==> config.mk <==
export PLATFORM = sky130hd
export DESIGN_NAME = vga_ctrl
export DESIGN_NICKNAME = d
export VERILOG_FILES = /design/src/rtl/vga_ctrl.sv
export SDC_FILE = /design/constraint.sdc
export NUM_CORES = 1
export LEC_CHECK = 0
export BUFFER_PORTS_ARGS = -buffer_cell sky130_fd_sc_hd__clkbuf_2
export CORE_AREA = 2 2 65 67
export CTS_CLUSTER_SIZE = 24
export DETAILED_ROUTE_END_ITERATION = 7
export DIE_AREA = 0 0 67 69
export HOLD_SLACK_MARGIN = 0.03
export PLACE_DENSITY = 0.82
export SYNTH_ARGS = -nofsm -noshare
export SYNTH_HDL_FRONTEND = slang
export SYNTH_SLANG_ARGS = --single-unit
==> constraint.sdc <==
create_clock -name vga_clk -period 6.2 [get_ports vga_clk]
set_input_delay 1.24 -clock vga_clk [delete_from_list [all_inputs] [get_ports vga_clk]]
set_output_delay 1.24 -clock vga_clk [all_outputs]
set_load 0.05 [all_outputs]
==> src/rtl/vga_ctrl.sv <==
// rtl/vga_ctrl.sv - VGA 640x480@60 timing generator, pixel request/blanking stage and per-frame shadows
//
// Purpose: free-running horizontal/vertical counters decode sync, active-area and
// pixel-request windows. pix_x/pix_y are issued one clock ahead of display so a
// registered pixel generator's pix_data lines up with rgb_valid. status/num are
// sampled once per frame so the picture never changes mid-frame.
//
// Ports:
//   vga_clk      pixel clock (25 MHz)
//   sys_rst_n    asynchronous active-low reset
//   pix_data     RGB444 returned by the pixel generator (registered there)
//   status_in    live key status          num_in   live song select
//   pix_x/pix_y  requested column/row, 10'h3FF when no request
//   status/num   frame-synchronous shadows of status_in/num_in
//   hsync/vsync  sync outputs, active level SYNC_POL
//   rgb          colour pins, forced black outside the active area
//   rgb_valid    active-area flag
//   frame_start  one-clock pulse at cnt_h == 0, cnt_v == 0 (not after reset)
module vga_ctrl #(
  parameter int   H_SYNC   = 96,
  parameter int   H_BACK   = 48,
  parameter int   H_VALID  = 640,
  parameter int   H_FRONT  = 16,
  parameter int   V_SYNC   = 2,
  parameter int   V_BACK   = 33,
  parameter int   V_VALID  = 480,
  parameter int   V_FRONT  = 10,
  parameter logic SYNC_POL = 1'b0
) (
  input  logic        vga_clk,
  input  logic        sys_rst_n,
  input  logic [11:0] pix_data,
  input  logic [6:0]  status_in,
  input  logic [3:0]  num_in,
  output logic [9:0]  pix_x,
  output logic [9:0]  pix_y,
  output logic [6:0]  status,
  output logic [3:0]  num,
  output logic        hsync,
  output logic        vsync,
  output logic [11:0] rgb,
  output logic        rgb_valid,
  output logic        frame_start
);

  localparam logic [9:0] H_LAST    = 10'(H_SYNC + H_BACK + H_VALID + H_FRONT - 1);
  localparam logic [9:0] V_LAST    = 10'(V_SYNC + V_BACK + V_VALID + V_FRONT - 1);
  localparam logic [9:0] H_SYNC_W  = 10'(H_SYNC);
  localparam logic [9:0] V_SYNC_W  = 10'(V_SYNC);
  localparam logic [9:0] H_START   = 10'(H_SYNC + H_BACK);
  localparam logic [9:0] H_END     = 10'(H_SYNC + H_BACK + H_VALID);
  localparam logic [9:0] H_REQ_BEG = 10'(H_SYNC + H_BACK - 1);
  localparam logic [9:0] H_REQ_END = 10'(H_SYNC + H_BACK + H_VALID - 1);
  localparam logic [9:0] V_START   = 10'(V_SYNC + V_BACK);
  localparam logic [9:0] V_END     = 10'(V_SYNC + V_BACK + V_VALID);

  logic [9:0] cnt_h;
  logic [9:0] cnt_v;
  logic [9:0] cnt_h_nxt;
  logic [9:0] cnt_v_nxt;
  logic       frame_end;
  logic       h_active;
  logic       v_active;
  logic       h_req;
  logic       pix_req;

  // Next-state logic: the counter pair is the whole state machine.
  always_comb begin
    cnt_h_nxt = cnt_h + 10'd1;
    cnt_v_nxt = cnt_v;
    frame_end = 1'b0;
    if (cnt_h == H_LAST) begin
      cnt_h_nxt = '0;
      if (cnt_v == V_LAST) begin
        cnt_v_nxt = '0;
        frame_end = 1'b1;
      end else begin
        cnt_v_nxt = cnt_v + 10'd1;
      end
    end
  end

  // frame_start and the shadows are all loaded on the last clock of a frame,
  // so they change together with the counter wrap to (0,0). Right after reset
  // the counters already sit at (0,0) but no frame has ended, hence no pulse.
  always_ff @(posedge vga_clk or negedge sys_rst_n) begin
    if (!sys_rst_n) begin
      cnt_h       <= '0;
      cnt_v       <= '0;
      frame_start <= 1'b0;
      status      <= '0;
      num         <= '0;
    end else begin
      cnt_h       <= cnt_h_nxt;
      cnt_v       <= cnt_v_nxt;
      frame_start <= frame_end;
      if (frame_end) begin
        status <= status_in;
        num    <= num_in;
      end
    end
  end

  // Decode. The request window runs one clock ahead of the active window so
  // the generator's output register delivers the pixel exactly on time. The
  // lower bound of the request window also keeps the subtraction from
  // underflowing into pix_x/pix_y.
  always_comb begin
    hsync     = (cnt_h < H_SYNC_W) ? SYNC_POL : ~SYNC_POL;
    vsync     = (cnt_v < V_SYNC_W) ? SYNC_POL : ~SYNC_POL;
    h_active  = (cnt_h >= H_START) && (cnt_h < H_END);
    v_active  = (cnt_v >= V_START) && (cnt_v < V_END);
    h_req     = (cnt_h >= H_REQ_BEG) && (cnt_h < H_REQ_END);
    rgb_valid = h_active && v_active;
    pix_req   = h_req && v_active;
    pix_x     = pix_req ? (cnt_h - H_REQ_BEG) : 10'h3FF;
    pix_y     = pix_req ? (cnt_v - V_START) : 10'h3FF;
    rgb       = rgb_valid ? pix_data : 12'h000;
  end

endmodule

# Word-level counts from Yosys, hierarchy flattened
# Cells that the tools add are included.
dict set report classes {
  mux 9
  addsub 4
  n_eq_ne 2
  magnitude_cmp 8
  reduce_logical 5
}
# cell count
set ops {}
lappend ops {{10-bit 2-to-1 mux} 4}
lappend ops {{10-bit < comparator, second input constant} 3}
lappend ops {{10-bit by 1-bit adder with 10-bit output, second input constant} 2}
lappend ops {{10-bit equality test, second input constant} 2}
lappend ops {{10-bit by 8-bit greater-or-equal comparator with 1-bit output, second input constant} 2}
lappend ops {{12-bit 2-to-1 mux} 1}
lappend ops {{10-bit by 6-bit greater-or-equal comparator with 1-bit output, second input constant} 1}
lappend ops {{10-bit by 2-bit < comparator with 1-bit output, second input constant} 1}
lappend ops {{10-bit by 7-bit < comparator with 1-bit output, second input constant} 1}
lappend ops {{10-bit by 6-bit subtractor with 10-bit output, second input constant} 1}
lappend ops {{10-bit by 8-bit subtractor with 10-bit output, second input constant} 1}
lappend ops {{1-bit logical AND} 5}
lappend ops {{1-bit 2-to-1 mux} 4}
dict set report totals {
  output_inout_bits 47
  regBits 32
  wordCells 33
  in_bits 25
}

# Longest topological paths before layout
dict set report depth {
  ltp_word 4
  mapped_depth 7
}

# Least setup slack after synthesis
# No wires, ideal clock.
dict set report synth_timing {
  path_kind {register to output}
  start {reg cnt_v[0]}
  end {out rgb[10]}
  path_slack_ns 2.552
  stages_incl_launch_ff 7
  arrival_ns 2.408
  path_cell_list {dfrtp_1 > ha_1 > nor4_1 > and4b_1 > o221a_2 > clkbuf_1 > and2_1}
}
dict set report synth_between {
  elab_chain_cells 4
  elab_cells_between_ends 5
}
# element line
set synth_rtl {}
lappend synth_rtl {{start, declared} 58} ;# logic [9:0] cnt_v;
lappend synth_rtl {{start signal, assigned} 95} ;# cnt_v <= cnt_v_nxt;
lappend synth_rtl {{10-bit by 6-bit greater-or-equal comparator with 1-bit output / 10-bit < comparator (equally long branches)} 112} ;# v_active = (cnt_v >= V_START) && (cnt_v < V_END);
lappend synth_rtl {{1-bit logical AND *} 112}
lappend synth_rtl {{1-bit logical AND *} 114} ;# rgb_valid = h_active && v_active;
lappend synth_rtl {{via rgb_valid} 42} ;# output logic rgb_valid,
lappend synth_rtl {{12-bit 2-to-1 mux *} 118} ;# rgb = rgb_valid ? pix_data : 12'h000;
lappend synth_rtl {{end, declared} 41} ;# output logic [11:0] rgb,
# The timed path passes the listed nets; every way through them passes the cells marked *.

# Final worst setup path
dict set report layout_timing {
  start {reg cnt_v[0]}
  end {out pix_x[7]}
}
dict set report layout_between {
  elab_chain_cells 4
  elab_cells_between_ends 5
}
# element line
set layout_rtl {}
lappend layout_rtl {{10-bit by 6-bit greater-or-equal comparator with 1-bit output / 10-bit < comparator (equally long branches)} 112}
lappend layout_rtl {{1-bit logical AND *} 112}
lappend layout_rtl {{1-bit logical AND *} 115} ;# pix_req = h_req && v_active;
lappend layout_rtl {{10-bit 2-to-1 mux *} 116} ;# pix_x = pix_req ? (cnt_h - H_REQ_BEG) : 10'h3FF;
lappend layout_rtl {{end, declared} 35} ;# output logic [9:0] pix_x,
# Every way passes the cells marked *; elsewhere a longest branch is shown, timed or not.

==> flow_metrics.env <==
export IMPL_ys_flop_type="dfrtp_1"
export IMPL_power_frac_seq_pct=47.8
export IMPL_cpLargestDelayFamily="compound AO/OA/AOI/OAI gates"
export IMPL_switching_share_pct=23.25
export IMPL_antenna_cells_inserted=0
export IMPL_synth_seq_area_share_pct=39.41
export IMPL_core_rowCount=23
export IMPL_fin_nets=313
export IMPL_powerDensity_nw_per_um2=180.7
export IMPL_synth_edf_count=0
export IMPL_asyncSetResetFlopFracSynth_pct=100.0
export IMPL_post_layout_total_power_mw=0.4475
export IMPL_share_of_cells_above_drive_strength_1_pct=33.33
export IMPL_groute_usage_overall_pct=20.99
export IMPL_floorplan_die_height_um=69
export IMPL_dieArea_um2=4623
export IMPL_worst_skew_pair_late_latency_ps=280
export IMPL_synth_net_count=256
export IMPL_dp_final_hpwl_um=3287
export IMPL_worst_path_bufs_invs=1
export IMPL_place_ws_ps=2519
export IMPL_ys_warnings_count=0
export IMPL_worst_slew_margin_rel_pct=23.45
export IMPL_critical_path_cell_chain="ha_1, o41ai_1, a21oi_1, o22a_1, o211ai_1, clkbuf_2"
export IMPL_port_buffers=71
export IMPL_vdd_ir_drop_worst_mv=0.1441
export IMPL_gpl_final_weighted_congestion=0.8700
export IMPL_post_cts_setup_buffer_count=0
export IMPL_synth_seq_cells=32
export IMPL_finalCoreUtilization_pct=63.27
export IMPL_number_of_h_tree_levels=2
export IMPL_proportion_of_power_drawn_by_combinational_gates_pct=6.9
export IMPL_finalHoldViolations=0
export IMPL_maxCapViolations=0
export IMPL_post_layout_nonfiller_instances=335
export IMPL_syn_cell_area_um2=2032
export IMPL_cp_max_stage_cell="o41ai_1"
export IMPL_cts_hold_buf=0
export IMPL_power_net_switching_mw=0.1040
export IMPL_drt_pre_antenna_iters=4
export IMPL_fin_setup_tns_ps=0
export IMPL_leakagePower_nw=1.212
export IMPL_final_setup_skew_ps=3.527
export IMPL_max_clock_path_buffers=2
export IMPL_placedCellCount=327
export IMPL_tritoncts="done"
export IMPL_top_library_cells_by_usage_in_the_layout_fill_and_taps_aside="clkbuf_2 (71), dfrtp_1 (32), nand3_1 (23), and2_1 (14), mux2_2 (12)"
export IMPL_floorplan_die_width_um=67
export IMPL_clkSinkCount=32
export IMPL_crit_path_max_fanout=20
export IMPL_rsz0062_at_grt="false"
export IMPL_worst_setup_path_end_kind="output pin"
export IMPL_worst_endpoint_required_ps=4960
export IMPL_number_of_standard_cells_after_synthesis=227
export IMPL_status="finished, final reports clean"
export IMPL_worst_ep_arrival_time_ps=2770
export IMPL_initial_antenna_violation_count=0
export IMPL_period_minus_slack_ps=4005
export IMPL_first_global_vias=1806
export IMPL_internal_power_mw=0.3434
export IMPL_route_vias_total=1941
export IMPL_finalCritPeriodShare_pct=64.60
export IMPL_setup_slack_ps=2195
export IMPL_cts_root_buffer="clkbuf_8"
export IMPL_timing_setup_critical_path_class="register to output pin"
export IMPL_fp_coreArea_um2=3914
export IMPL_yosysUniqueCellTypes=44
export IMPL_final_max_slew_violation_count=0
export IMPL_layout_area_overhead_vs_synth_pct=21.86
export IMPL_remaining_drc_errors=0
export IMPL_grt_start_max_net_pins=33
export IMPL_clock_fmax_mhz=249.7
export IMPL_route_final_wire_length_um=4551
export IMPL_layout_cell_area_non_filler_um2=2476
export IMPL_worst_slew_pin_slew_ps=1142
export IMPL_pwr_share_clk_pct=45.2
export IMPL_cp_slowest_stage_delay_ps=540
export IMPL_io_pin_count=72
export IMPL_hold_class="register to register"
export IMPL_ctsResizeCount=0
export IMPL_antenna_violating_nets_post_route=0
export IMPL_cts_clk_slew_worst_paths_ps=70
export IMPL_finalHoldWorstSlack_ps=510.6
export IMPL_final_setup_viol_count=0
export IMPL_startpoint_type="register"
export IMPL_number_of_clock_buffers_inserted_by_tritoncts=5
export IMPL_avg_vias_per_cell=5.794
export IMPL_gr_total_overflow=0
export IMPL_synthesis_area_per_instance_um2=8.951
export IMPL_detail_route_iter0_violations=75
export IMPL_initial_core_util_pct=51.92
export IMPL_layout_commonest_cell="clkbuf_2"
export IMPL_dpl_instance_area_um2=2361
export IMPL_grt_pass1_wl_um=7728
export IMPL_route_detailed_wl_per_inst_um=13.59
## cells by family after synthesis
logic type / share of synthesized area (%)
AOI/OAI and AO/OA: 9.976
and+or+nand+nor: 27.28
adders and majority gates: 2.463
muxes: 6.650
xor gates and xnor gates: 7.759
buffers and inverters: 6.465
DFF: 39.41
## power groups by stage
| stage | registers (mW) | logic, mW | clock network (mW) |
|---|---|---|---|
| after floorplan | 0.231 | 0.00319 | 0 |
| after global placement | 0.218 | 0.0313 | 0 |
| after detailed placement | 0.218 | 0.0318 | 0 |
| after CTS | 0.214 | 0.0318 | 0.208 |
| after global routing | 0.214 | 0.0336 | 0.219 |
| final | 0.214 | 0.0311 | 0.202 |
## cell usage after synthesis, types with 3 or more instances
library cell / count / area share (%)
and2_1: 14 / 4.3
clkbuf_1: 13 / 2.4
nand4_1: 6 / 1.8
xnor2_1: 11 / 4.7
o21ai_0: 8 / 2.0
nor2_1: 11 / 2.0
nor3_1: 11 / 2.7
inv_1: 8 / 1.5
nand3_1: 23 / 5.7
mux2_2: 12 / 6.7
or4_1: 4 / 1.5
nor4_1: 5 / 1.5
nand2_1: 11 / 2.0
or3_1: 3 / 0.92
and3_1: 3 / 0.92
ha_1: 4 / 2.5
xor2_1: 7 / 3.0
a21o_1: 3 / 1.1
dfrtp_1: 32 / 39
buf_1: 3 / 0.55
a21oi_1: 6 / 1.5
## final timing paths
path,endpoint,slack (ps),start,depth (start not counted)
max,pix_x[7],2190,cnt_v[0],6
min,num[1],510,num[1],1
max reg2reg,cnt_v[6],3770,cnt_h[0],5
min reg2reg,num[1],510,num[1],1
max in group asynchronous,status[1],4680,sys_rst_n,1
min in group asynchronous,cnt_h[3],1030,sys_rst_n,1
## flip-flops by register name (all words and copies together), names as in the netlist
| register | count |
|---|---|
| status | 7 |
| cnt_h | 10 |
| frame_start | 1 |
| num | 4 |
| cnt_v | 10 |
## per-layer routing
layer / up-vias / wire length (µm) / GRT usage (%)
met2: 77 / 2170 / 33.11
li1: 917 / - / -
met4: 0 / 90 / 7.483
met1: 934 / 1905 / 27.19
met3: 13 / 385 / 6.036
met5: - / 0 / 0
## area by class of cell
class | instances | area, µm²
fill | 341 | 1438
multi-input combinational | 165 | 1105
sequential | 32 | 800.8
timing repair buffer | 72 | 362.8
clock buffer | 5 | 68.82
tap | 50 | 62.56
clock inverter | 3 | 46.29
inverter | 8 | 30.03
(Power assumes the default switching activity.)
